$ cat src/rtl/wilson_spike_detector.sv
// wilson_spike_detector: threshold-crossing spike detector for the Wilson
// neuron's sign-magnitude Q15.16 membrane-potential stream. It enforces a
// refractory period, measures inter-spike intervals in integration steps
// and hands each ISI downstream over a valid/ready handshake.
//
// Build option: define WILSON_SPIKE_HYST_EN to re-arm at THRESHOLD - HYST
// instead of THRESHOLD (suppresses double spikes from ringing).
module wilson_spike_detector #(
    parameter logic [31:0] THRESHOLD     = 32'h00000000,
    parameter logic [31:0] HYST          = 32'h00001999,
    parameter int          REFRACT_STEPS = 16,
    parameter int          ISI_WIDTH     = 24
) (
    input  logic                 clock,
    input  logic                 reset,
    input  logic [31:0]          v_in,
    input  logic                 v_valid,
    output logic                 spike,
    output logic [ISI_WIDTH-1:0] isi_data,
    output logic                 isi_valid,
    input  logic                 isi_ready,
    output logic                 overrun,
    output logic [15:0]          spike_count
);

`ifdef WILSON_SPIKE_HYST_EN
    localparam bit HYST_EN = 1'b1;
`else
    localparam bit HYST_EN = 1'b0;
`endif

    // Sign-magnitude to 33-bit two's complement; negative zero maps to 0.
    function automatic logic signed [32:0] sm2tc(input logic [31:0] v);
        logic signed [32:0] m;
        m = {2'b00, v[30:0]};
        return v[31] ? -m : m;
    endfunction

    localparam logic signed [32:0] TH_TC    = sm2tc(THRESHOLD);
    localparam logic signed [32:0] REARM_TC = HYST_EN ? (TH_TC - $signed({1'b0, HYST}))
                                                      : TH_TC;
    localparam logic [7:0]         REFRACT_LD = 8'(REFRACT_STEPS);

    typedef enum logic [1:0] {
        S_INIT,
        S_ARMED,
        S_ABOVE,
        S_REFRACT
    } state_t;

    state_t                 r_state;
    logic [7:0]             r_ref_cnt;
    logic [ISI_WIDTH-1:0]   r_isi_cnt;
    logic                   r_have_prev;
    logic                   r_spike;
    logic [ISI_WIDTH-1:0]   r_isi_data;
    logic                   r_isi_valid;
    logic                   r_overrun;
    logic [15:0]            r_spike_count;

    logic signed [32:0]     w_v_tc;
    logic                   w_at_th;
    logic                   w_below;
    logic                   w_fire;
    logic [ISI_WIDTH-1:0]   w_isi_next;

    assign w_v_tc     = sm2tc(v_in);
    assign w_at_th    = (w_v_tc >= TH_TC);
    assign w_below    = (w_v_tc < REARM_TC);
    assign w_fire     = v_valid && (r_state == S_ARMED) && w_at_th;
    // ISI reported on a spike sample counts that sample too (saturating).
    assign w_isi_next = (&r_isi_cnt) ? r_isi_cnt : r_isi_cnt + 1'b1;

    // Detector FSM, ISI counter, handshake register and spike statistics.
    always_ff @(posedge clock) begin
        if (reset) begin
            r_state       <= S_INIT;
            r_ref_cnt     <= '0;
            r_isi_cnt     <= '0;
            r_have_prev   <= 1'b0;
            r_spike       <= 1'b0;
            r_isi_data    <= '0;
            r_isi_valid   <= 1'b0;
            r_overrun     <= 1'b0;
            r_spike_count <= '0;
        end else begin
            r_spike <= 1'b0;

            // A pending word leaves on a completed transfer; a new word
            // below may reload it in the same cycle.
            if (r_isi_valid && isi_ready)
                r_isi_valid <= 1'b0;

            if (w_fire) begin
                r_spike       <= 1'b1;
                r_spike_count <= r_spike_count + 16'd1;
                r_have_prev   <= 1'b1;
                if (r_have_prev) begin
                    if (!r_isi_valid || isi_ready) begin
                        r_isi_data  <= w_isi_next;
                        r_isi_valid <= 1'b1;
                    end else begin
                        r_overrun   <= 1'b1;
                    end
                end
            end

            if (v_valid) begin
                if (w_fire)
                    r_isi_cnt <= '0;
                else if (r_state != S_INIT && !(&r_isi_cnt))
                    r_isi_cnt <= r_isi_cnt + 1'b1;

                case (r_state)
                    S_INIT: begin
                        if (w_below)
                            r_state <= S_ARMED;
                    end
                    S_ARMED: begin
                        if (w_at_th)
                            r_state <= S_ABOVE;
                    end
                    S_ABOVE: begin
                        if (w_below) begin
                            if (REFRACT_STEPS == 0) begin
                                r_state <= S_ARMED;
                            end else begin
                                r_state   <= S_REFRACT;
                                r_ref_cnt <= REFRACT_LD;
                            end
                        end
                    end
                    S_REFRACT: begin
                        r_ref_cnt <= r_ref_cnt - 8'd1;
                        if (r_ref_cnt <= 8'd1)
                            r_state <= S_ARMED;
                    end
                    default: r_state <= S_INIT;
                endcase
            end
        end
    end

    assign spike       = r_spike;
    assign isi_data    = r_isi_data;
    assign isi_valid   = r_isi_valid;
    assign overrun     = r_overrun;
    assign spike_count = r_spike_count;

endmodule
$ cat config.mk
export PLATFORM = sky130hd
export DESIGN_NAME = wilson_spike_detector
export DESIGN_NICKNAME = d
export VERILOG_FILES = /design/src/rtl/wilson_spike_detector.sv
export SDC_FILE = /design/constraint.sdc
export NUM_CORES = 1
export LEC_CHECK = 0
export ABC_AREA = 1
export CAP_MARGIN = 20
export CORE_ASPECT_RATIO = 0.9
export CORE_MARGIN = 8
export CORE_UTILIZATION = 41
export CTS_CLUSTER_SIZE = 40
export DETAILED_ROUTE_END_ITERATION = 7
export PLACE_DENSITY = 0.72
export RECOVER_POWER = 25
export SLEW_MARGIN = 30
export SYNTH_ARGS = -nofsm -noshare
export SYNTH_HDL_FRONTEND = slang
export SYNTH_SLANG_ARGS = --single-unit
$ cat constraint.sdc
create_clock -name clock -period 4.7 [get_ports clock]
set_input_delay 1.175 -clock clock [delete_from_list [all_inputs] [get_ports clock]]
set_output_delay 1.175 -clock clock [all_outputs]
set_load 0.1 [all_outputs]
### Word level (Yosys, flattened, before mapping)

Index checks and enable logic that the tools add are counted.

* word-level logic and storage cells: 57
* bits of input ports: 36
* output and inout port bits: 43
* register bits: 78

* reduce and logical (&&, ||, !) cells: 17
* equal/unequal tests: 7
* multiplexer cells: 16
* order comparisons: 3
* bitwise logic cells: 1
* add/subtract/negate cells: 4

Operators by type and width (number)
* two-way mux 24 bit: 3
* greater-or-equal comparator 33 x 1 -> 1 bit, second input constant: 1
* < comparator 33 x 1 -> 1 bit, second input constant: 1
* two-way mux 33 bit: 1
* negation 31 -> 33 bit: 1
* adder 24 x 1 -> 24 bit, second input constant: 1
* AND reduction 24 bit: 1
* adder 16 x 1 -> 16 bit, second input constant: 1
* one-hot mux 8 bit (2 select lines): 1
* AND reduction 3 bit: 3
* <= comparator 8 x 1 -> 1 bit, second input constant: 1
* two-way mux 2 bit: 4
* two-way mux 8 bit: 1
* != test 2 bit, second input constant: 4
* one-hot mux 2 bit (4 select lines): 1
* subtractor 8 x 1 -> 8 bit, second input constant: 1
* nonzero test 2 bit: 3
* two-way mux 1 bit: 5
* AND reduction 5 bit: 1
* == test 2 bit, second input constant: 2
* logical AND 1 bit: 4
* == test 2 x 1 -> 1 bit, second input constant: 1
* logical NOT 1 bit: 2
* logical NOT 2 bit: 1
* other kinds (3): 3

### Depth between registers and ports, before layout

Gate-level depths: netlist of run 1.

* word-level depth: 6
* gate-level depth with buffers: 13
* depth with buffers taken out: 13

### Least setup slack after synthesis of run 1

OpenSTA, ideal clock, no wires.

* kind: input to register
* start: input v_in[18]
* end: register r_isi_data[2] (netlist: isi_data[2])
* path slack: 2.179 ns
* cell stages on the path: 12
* buffers on the path: 2
* required time: 4.587 ns
* setup time: 0.113 ns
* data arrival time: 2.408 ns
* cells stage by stage: nor2_1 -> nand2_1 -> nor2_1 -> nand2_1 -> o21ai_2 -> nand2_2 -> nor2_2 -> nand2_1 -> buf_4 -> buf_6 -> nor2_1 -> nor2_1

* word-level cells in the longest chain between the ends: 5

RTL lines
* start, declared: line 16 `input logic [31:0] v_in,`
* negation 31 -> 33 bit: line 36 `return v[31] ? -m : m;`
* two-way mux 33 bit *: line 36
* greater-or-equal comparator 33 x 1 -> 1 bit *: line 68 `assign w_at_th = (w_v_tc >= TH_TC);`
* logical AND 1 bit *: line 70 `assign w_fire = v_valid && (r_state == S_ARMED) && w_at_th;`
* AND reduction 3 bit (no line) *
* end signal, assigned: line 100 `r_isi_data <= w_isi_next;`
* end, declared: line 56 `logic [ISI_WIDTH-1:0] r_isi_data;`

Mark *: on every way between the ends. The rest lies on a longest branch, timed or not.
A chain may end at the register's enable or synchronous reset.

### Final worst setup path of run 1

* start: input v_in[26]
* end: register r_isi_cnt[18]

* word-level cells in the longest chain between the ends: 6
* elaborated cells on any way between the ends: 7
* those cells by class: add/sub (1); order compare (1); mux (2); reduce/logical (3)

RTL lines
* negation 31 -> 33 bit: line 36
* two-way mux 33 bit *: line 36
* greater-or-equal comparator 33 x 1 -> 1 bit *: line 68
* logical AND 1 bit *: line 70
* nonzero test 2 bit (no line)
* AND reduction 2 bit (no line)
* end signal, assigned: line 112 `r_isi_cnt <= r_isi_cnt + 1'b1;`
* end, declared: line 53 `logic [ISI_WIDTH-1:0] r_isi_cnt;`

Marked as above.

==> impl_results.md, run 1 <==
* Outcome: complete, but fails checks
* Failing checks: max-capacitance violations, max-slew violations
* Wire per inst at 12.36 um
* Hold slack at 444.7 ps
* CP Depth at 11
* Max_cap viols at 1
* Synthesized flop and latch total at slightly below 80
* Worst VDD drop at 237.6 uV
* Via Count at 4,196
* Longest Clk Path Bufs at 2
* Final Hold Viols at 0
* RSZ-0062 raised after global routing: no
* CP max FO at 28
* I/O pin total at between 70 and 80
* Final period util at 0.7774
* Syn_area_per_cell at 6.389 um2
* Worst reg2reg startpoint: r_state[1]$_SDFFE_PP0P_
* Highest cell delay on the worst timing path at 690 ps
* CTS tree: yes
* Post-DRT Antenna Nets at 0
* Worst setup SP type: input port
* Iter 0 DRT Violations at between 150 and 200
* Reg-to-reg endpoint: r_isi_cnt[18]$_SDFFE_PP0P_
* Register-to-Register Path Depth at 9
* Post-cts sizing count at 0
* Data required, critical path at between 4000 and 5000 ps
* Final WL at around 11 mm
* Most frequent cells after synthesis: 184 x nand2_1, 126 x nor2_1, 79 x inv_1
* First-pass GRT wire length at 18.40 mm
* Chip width at 124.3 um
* Post-route setup TNS at 0 ps
* P_leak at 2.402 nW
* Yosys top cell area share at 0.3610
* Hold Path Class: reg -> reg
* Yosys warnings at 0
* Cell with the most instances after synthesis: nand2_1
* Die area at around 0.014 mm2
* Post-CTS Setup Inserts at 0
* Total track usage at 0.1524
* Fin nets at 792
* Clock latency at the later pin of the worst-skew pair at ~330 ps
* Core area at 0.01025 mm2
* Worst Max-Slew Pin Slew at 1724 ps
* Clock Sinks at 78
* Critical path capture point: r_isi_cnt[18]$_SDFFE_PP0P_
* Via density at 4.768
* Pwr per Cell Area at 286.9 mW/mm2
* DR pass1 iterations at 4
* CP max stage cell: nand2_1
* Final slew viol count at 42
* Critical-path cell list: dlygate4sd3_1, nor2_1, nand2_1, nor2_1, nand2_1, o21ai_2, nand2_1, nand2_1, inv_1, o21ai_0, a21oi_1
* Syn nets at around 720
* Routability cong. at 0.9123
* Num rows at 35
* Root Driver: clkbuf_16
* Post-Synthesis Cells at 677
* CTS Buf Count at 9
* Worst Skew at roughly 6.8 ps
* Most frequent cell on the critical path: nand2_1
* EDFF count, synth at 0
* Die H at 113.4 um
* Dominant synthesized flop cell: dfxtp_1
* Area leader, netlist: dfxtp_1
* Port Buffers at 78
* Delay-heaviest family, CP: simple AND/OR/NAND/NOR gates
* Post-synth ARST share at 0
* Arr. time, crit path at about 3900 ps
* FMAX at between 0.2 and 0.3 GHz
* Crit path capture type: flip-flop
* Area contributors post-synth: dfxtp_1 36%, nand2_1 16%, nor2_1 11%
* Worst-path clk slew at 60 ps
* Largest net degree at the start of global routing at 49
* Setup Viol. Count Final at 0
* Total grt overflow at 0
* Crit Path Class: in -> reg
* DRC Markers at 0
* R2R Setup Slk at 2080 ps
* H-tree depth at 3
* Tmin final at 3654 ps
* Sequential share of the synthesized area at 0.3610
* Area delta synth->final at 25.02%
* Initial Util at 0.4221
* Number of global-route vias before repair at between 3,000 and 4,000
* ANT cells at 0
* WP buf/inv at 2
* Cell variety after synth at 28
* Share of layout cells above drive strength 1 at 0.04394
* Detailed Place HPWL at 8.252 mm
* Critical Path Source: v_in[26]
* Relative slew slack at -0.1490
* # hold bufs at CTS at 0
* Antenna violations before repair at 0
* Post-synthesis cell area at approximately 0.0043 mm2
[sequential cells by signal, indices dropped and copies added, names as in the netlist]
name         cells
r_have_prev      1
isi_valid        1
r_isi_cnt       24
isi_data        24
r_ref_cnt        8
spike            1
r_state          2
spike_count     16
overrun          1
[cells in the final DEF (no fill, tap or decap), drive strengths merged]
cell,instances
clkbuf,12
dfxtp,78
nand4,6
nor3,14
nand2,188
nand3b,2
clkdlybuf4s50,65
a211oi,1
clkinvlp,2
xor2,16
dlygate4sd3,13
buf,1
a21oi,46
xnor2,9
nand3,40
o21a,4
or2,8
o21ai,23
inv,81
clkinv,2
nor2,130
o211ai,1
ha,9
[how the worst min path moves through the flow]
stage,from,end,slack (ps),cells after the start
floorplan,r_have_prev$_SDFFE_PP0N_,r_have_prev$_SDFFE_PP0N_,450,2
global placement,overrun$_SDFFE_PP0P_,overrun$_SDFFE_PP0P_,440,2
detailed placement,overrun$_SDFFE_PP0P_,overrun$_SDFFE_PP0P_,440,2
CTS,overrun$_SDFFE_PP0P_,overrun$_SDFFE_PP0P_,450,2
global route,overrun$_SDFFE_PP0P_,overrun$_SDFFE_PP0P_,470,2
finish,overrun$_SDFFE_PP0P_,overrun$_SDFFE_PP0P_,440,2
[stage by stage]
step	cells	utilization	area (um2)	power, mW	setup WS, ps
6_report	880	0.5277	5408	1.551	1046
5_1_grt	880	0.5277	5408	1.623	610.2
4_1_cts	880	0.5286	5416	1.567	1435
3_5_place_dp	865	0.5034	5159	0.9515	1084
3_3_place_gp	865	0.5034	5159	0.9430	1131
2_1_floorplan	677	-	4325	0.8823	2179
[area by class of cell]
class,count,area (um2)
fill,1020,4840
multi-input combinational,497,2331
sequential,78,1562
timing repair buffer,80,792.0
inverter,81,304.0
clock buffer,11,232.7
tap,129,161.4
clock inverter,4,25.02
[tightest hold or removal path: stages (launching register included)]
cell and delay (ps):
dfxtp_1 300, inv_1 40, a21oi_1 50
[metal layers]
layer | vias to the layer above | share of wire | GRT usage
li1 | 2239 | - | -
met1 | 1865 | 0.50 | 0.2004
met2 | 84 | 0.44 | 0.2434
met3 | 8 | 0.044 | 0.03292
met4 | 0 | 0.011 | 0.04892
met5 | - | 0 | 0
[report_power, final]
group	switching, mW	leakage [nW]	internal, mW
sequential	0.0263	0.631	0.685
clock	0.262	0.121	0.353
combinational	0.142	1.65	0.0832
[cells by family (layout without fill, tap and decap cells)]
family,after synthesis,count (layout),share of synthesized area
AO/OA/AOI/OAI,75,75,0.09315
XOR/XNOR,25,25,0.05062
flip-flops,78,78,0.3610
buffers and inverters,102,176,0.09893
adder cells (fa/ha/maj),9,9,0.02603
AND/OR/NAND/NOR,388,388,0.3703
No activity file was read; power rests on OpenSTA's default activity.
==> run 2, diff against run 1 <==
==> constraint.sdc (replaced) <==
create_clock -name clock -period 3.6 [get_ports clock]
set_input_delay 0.9 -clock clock [delete_from_list [all_inputs] [get_ports clock]]
set_output_delay 0.9 -clock clock [all_outputs]
set_load 0.1 [all_outputs]
==> run 2 against run 1 <==
The run now ends clean. Largest power group is now the clock network. Largest cell class unchanged. Clock skew rose by 4.9 ps. Register-to-register slack worse by 1100 ps. Power is 42% higher. Via count is 2.1% higher. Global-route usage rose by 0.75 points. Critical path depth unchanged. Die area unchanged.
==> impl_results.md, run 2 (synthesis results as in run 1) <==
* Worst Skew at 11.67 ps
* Final slew viol count at 0
* I/O pin total at 79
* Setup Viol. Count Final at 0
* CP max FO at 16
* Sequential power share at 0.422
* Internal power at 1.627 mW
* Arr. time, crit path at 2990 ps
* First-pass GRT wire length at 19.13 mm
* Num rows at 35
* Number of global-route vias before repair at between 3,000 and 4,000
* Delay-heaviest family, CP: simple AND/OR/NAND/NOR gates
* ANT cells at 0
* Iter 0 DRT Violations at approximately 270
* Max_cap viols at 0
* Final Hold Viols at 0
* Highest cell delay on the worst timing path at 420 ps
* Final WL at ~11 mm
* Placed Cells at a little under 900
* CTS tree: yes
* Worst-path clk slew at 60 ps
* CTS Buf Count at 9
* Root Driver: clkbuf_16
* Initial Util at 0.4221
* Worst setup SP type: input port
* NetSw at 0.5706 mW
* Worst VDD drop at 413.1 uV
* Post-route setup TNS at 0 ps
* Hold Crit Start: overrun$_SDFFE_PP0P_
* Met1 Resource Use GR at 0.2118
* Tmin final at 2777 ps
* Grt peak-use layer: met2
* Routability cong. at 0.9089
* Crit Path Class: in -> reg
* Met3 Track Usage GR at 0.04219
* Largest net degree at the start of global routing at 49
* Via density at 4.846
* Antenna violations before repair at 0
* WP buf/inv at 2
* FMAX at 0.3601 GHz
* H-tree depth at 3
* Power share of the combinational group at 0.134
* P_leak at 2.374 nW
* Die H at roughly 110 um
* Worst reg2reg startpoint: r_isi_cnt[0]$_SDFFE_PP0P_
* DR pass1 iterations at 4
* Most frequent cells in the layout: 184 x nand2_1, 126 x nor2_1, 79 x inv_1
* Chip width at 124.3 um
* Detailed Place HPWL at 8.239 mm
* CP max stage cell: inv_1
* Pwr per Cell Area at 416.1 mW/mm2
* Crit path capture type: flip-flop
* Via Count at 4,284
* Sw Share at 0.2597
* RSZ-0062 raised after global routing: no
* DRC Markers at 0
* Die area at about 0.014 mm2
* Total track usage at 0.1598
* Longest Clk Path Bufs at 2
* Non-Filler Instances at just under 900
* Area delta synth->final at 22.07%
* Outcome: completed
* Wire per inst at 12.73 um
* Total grt overflow at 0
* Power share of the clock group at 0.444
* Hold Path Class: reg -> reg
* Critical-path cell list: clkdlybuf4s50_1, nor2_1, nand2_1, nor2_1, nand2_1, o21ai_2, nand2_2, inv_1, nor2_1, nand2_1, a21oi_1
* Clock Sinks at 78
* Commonest non-fill, non-tap cell in the layout: nand2_1
* Clock latency at the later pin of the worst-skew pair at 340 ps
* Critical Path Source: v_in[28]
* Fin nets at 795
* GRT met2 Usage at 0.2470
* Worst Max-Slew Pin Slew at around 1200 ps
* Port Buffers at ~80
* Core area at 0.01025 mm2
* Final period util at 0.7714
* Share of layout cells above drive strength 1 at 0.06887
* Post-cts sizing count at 0
* Data required, critical path at about 3800 ps
* Relative slew slack at 0.2061
* Post-DRT Antenna Nets at 0
* # hold bufs at CTS at 0
* Post-CTS Setup Inserts at 0
run 2: cell count changes in the layout (fill, tap and decap cells not counted), sizes merged:
cell | previous run | this run
dlygate4sd3 | 13 | 0
buf | 1 | 17
clkdlybuf4s50 | 65 | 36
bufinv | 0 | 2
clkinvlp | 2 | 0
clkbuf | 12 | 42
run 2: routing by layer:
| layer | up-vias | wire, um |
|---|---|---|
| met4 | 0 | 109 |
| met1 | 1916 | 5648 |
| li1 | 2252 | - |
| met3 | 6 | 591 |
| met5 | - | 0 |
| met2 | 110 | 4903 |
run 2: layout make-up:
cell class,count,area [um2]
Fill cell,1075,4967
Multi-Input combinational cell,497,2336
Sequential cell,78,1562
Timing Repair Buffer,83,600.6
Inverter,81,304.0
Clock buffer,12,246.5
Tap cell,129,161.4
Clock inverter,4,70.07
run 2: worst paths after layout:
check	cells after the start	end	slack, ps
worst min-delay path	2	overrun$_SDFFE_PP0P_	460
worst max register to register	12	r_isi_cnt[17]$_SDFFE_PP0P_	1000
worst max-delay path	11	r_isi_cnt[7]$_SDFFE_PP0P_	820
worst min register to register	2	overrun$_SDFFE_PP0P_	460
run 2: worst register-to-register path: cells and delay by family (launching register included):
family,cells,cell delay [ps]
flops,1,510
compound gates,1,220
simple gates,8,1170
fa+ha+maj,1,240
buf+inv,2,360
run 2: power groups by stage:
| stage | Clock [mW] | Combinational, mW | Sequential [mW] |
|---|---|---|---|
| after floorplan | 0 | 0.171 | 0.981 |
| after global placement | 0 | 0.287 | 0.944 |
| after detailed placement | 0 | 0.295 | 0.945 |
| after CTS | 0.998 | 0.297 | 0.926 |
| after global routing | 1.03 | 0.331 | 0.932 |
| final | 0.975 | 0.295 | 0.927 |
run 2: metrics by stage:
| stage | setup slack (ps) | cell area (um2) | util | hold WS [ps] | power (mW) |
|---|---|---|---|---|---|
| 6_report | 823.1 | 5280 | 0.5153 | 461.2 | 2.197 |
| 3_3_place_gp | 552.9 | 5076 | 0.4954 | 457.4 | 1.232 |
| 5_1_grt | 531.3 | 5280 | 0.5153 | 505.4 | 2.295 |
| 2_1_floorplan | 1317 | 4325 | - | 454.2 | 1.152 |
| 4_1_cts | 827.1 | 5393 | 0.5263 | 468.2 | 2.221 |
| 3_5_place_dp | 465.1 | 5076 | 0.4954 | 459.4 | 1.240 |
==> run 3, diff against run 2 <==
--- a/config.mk
+++ b/config.mk
@@ -12,7 +12,7 @@
 export CORE_UTILIZATION = 41
 export CTS_CLUSTER_SIZE = 40
 export DETAILED_ROUTE_END_ITERATION = 7
-export PLACE_DENSITY = 0.72
+export PLACE_DENSITY = 0.74
 export RECOVER_POWER = 25
 export SLEW_MARGIN = 30
 export SYNTH_ARGS = -nofsm -noshare
==> constraint.sdc (replaced) <==
create_clock -name clock -period 2.2 [get_ports clock]
set_input_delay 0.55 -clock clock [delete_from_list [all_inputs] [get_ports clock]]
set_output_delay 0.55 -clock clock [all_outputs]
set_load 0.1 [all_outputs]
==> run 3 against run 2 <==
Final area is 5.5% higher. Global-route usage fell by 0.18 points. Non-clock buffer count grew 20. Critical path depth rose by 1. Sequential power rose by 64%. Highest routed layer unchanged.
==> impl_results.md, run 3 (synthesis results as in run 1) <==
* Total design power at 3.805 mW
* WP buf/inv at 2
* Crit path capture type: flip-flop
* Port Buffers at 78
* Grt peak-use layer: met2
* Via density at between 4 and 5
* Total grt overflow at 0
* Routability cong. at 0.9367
* Tmin final at 2020 ps
* Arr. time, crit path at 2240 ps
* Data required, critical path at about 2400 ps
* DR pass1 iterations at 4
* GRT met2 Usage at 0.2459
* Core area at between 0.01 and 0.015 mm2
* Detailed Place HPWL at ~8.5 mm
* Wire per inst at 12.20 um
* Outcome: completed
* Largest net degree at the start of global routing at 49
* Fin nets at 815
* Final design utilization at 0.5435
* CTS tree: yes
* Final Hold Viols at 0
* Most frequent cell on the critical path: nor2_1
* FMAX at 0.4951 GHz
* Crit Path Class: in -> reg
* Setup Viol. Count Final at 0
* Area delta synth->final at 28.75%
* Chip width at roughly 120 um
* Share of layout cells above drive strength 1 at 0.1419
* Max_cap viols at 0
* Post-CTS Setup Inserts at 0
* Final slew viol count at 0
* Met3 Track Usage GR at 0.03848
* Commonest non-fill, non-tap cell in the layout: nand2_1
* ANT cells at 0
* Num rows at 35
* Post-DRT Antenna Nets at 0
* Antenna violations before repair at 0
* Final period util at 0.9180
* Worst-path clk slew at 60 ps
* Area post-placement at 0.005280 mm2
* Via Count at 4,297
* Final worst setup slack at 180.4 ps
* CP max FO at between 40 and 50
* Worst VDD drop at 555.9 uV
* Iter 0 DRT Violations at 245
* # hold bufs at CTS at 0
* Non-Filler Instances at 904
* DRC Markers at 0
* Hold Path Class: reg -> reg
* Initial Util at 0.4221
* CP max stage cell: clkdlybuf4s50_1
* Number of global-route vias before repair at 4,016
* H-tree depth at 3
* Post-route setup TNS at 0 ps
* RSZ-0062 raised after global routing: no
* Worst Skew at 6.799 ps
* Root Driver: clkbuf_16
* Placed Cells at 888
* I/O pin total at 79
* Relative slew slack at 0.6332
* Critical-path cell list: clkdlybuf4s50_1, nor2_1, nand2_1, nor2_1, nand2_1, o21ai_2, nand2_4, nor2_2, nand2_1, buf_12, nor2_1, nor2_1
* Worst setup SP type: input port
* Longest Clk Path Bufs at 2
* Die area at 0.01410 mm2
* Delay-heaviest family, CP: simple AND/OR/NAND/NOR gates
* Hold slack at 458.5 ps
* Final WL at 11.03 mm
* Clock latency at the later pin of the worst-skew pair at about 330 ps
* Fillers at 976
* Die H at 113.4 um
* Pwr per Cell Area at 683.3 mW/mm2
* Pre-CTS WS at -176.2 ps
* First-pass GRT wire length at 18.85 mm
* Worst Max-Slew Pin Slew at 552.6 ps
* Met1 Resource Use GR at 0.2095
* Total track usage at 0.1580
* Most frequent cells in the layout: 184 x nand2_1, 126 x nor2_1, 79 x inv_1
* Post-cts sizing count at 0
* Final instance area at around 0.0056 mm2
* CTS Buf Count at 9
* P_leak at 2.625 nW
* Clock Sinks at 78
* Highest cell delay on the worst timing path at slightly below 400 ps
==> run 3: worst min-delay path: stages (launching register included) <==
cell	delay, ps
dfxtp_1	310
inv_1	50
a21oi_1	50
==> run 3: final timing paths <==
kind,slack [ps],startpoint,to,cells past startpoint
max,180,v_in[28],isi_data[1]$_SDFFE_PP0P_,12
min,460,overrun$_SDFFE_PP0P_,overrun$_SDFFE_PP0P_,2
max reg2reg,230,r_isi_cnt[0]$_SDFFE_PP0P_,isi_data[23]$_SDFFE_PP0P_,10
min reg2reg,460,overrun$_SDFFE_PP0P_,overrun$_SDFFE_PP0P_,2
==> run 3: where the power goes <==
| part | leakage (nW) | switching, mW | internal [mW] | total (mW) |
|---|---|---|---|---|
| clock network | 0.176 | 0.587 | 1.17 | 1.76 |
| registers | 0.633 | 0.0523 | 1.46 | 1.52 |
| logic | 1.82 | 0.313 | 0.216 | 0.529 |
==> run 3: routing by layer <==
layer	vias up	part of all wire
met5	-	0
met1	1889	0.51
met3	10	0.049
met2	109	0.43
li1	2289	-
met4	0	0.011
==> run 3: area by class of cell <==
type / instances / area, um2 / area share
Tap cell: 129 / 161.4 / 0.02898
Timing Repair Buffer: 103 / 838.3 / 0.1505
Multi-Input combinational cell: 497 / 2341 / 0.4204
Clock inverter: 5 / 103.9 / 0.01865
Inverter: 81 / 304.0 / 0.05459
Sequential cell: 78 / 1568 / 0.2815
Clock buffer: 11 / 252.7 / 0.04538
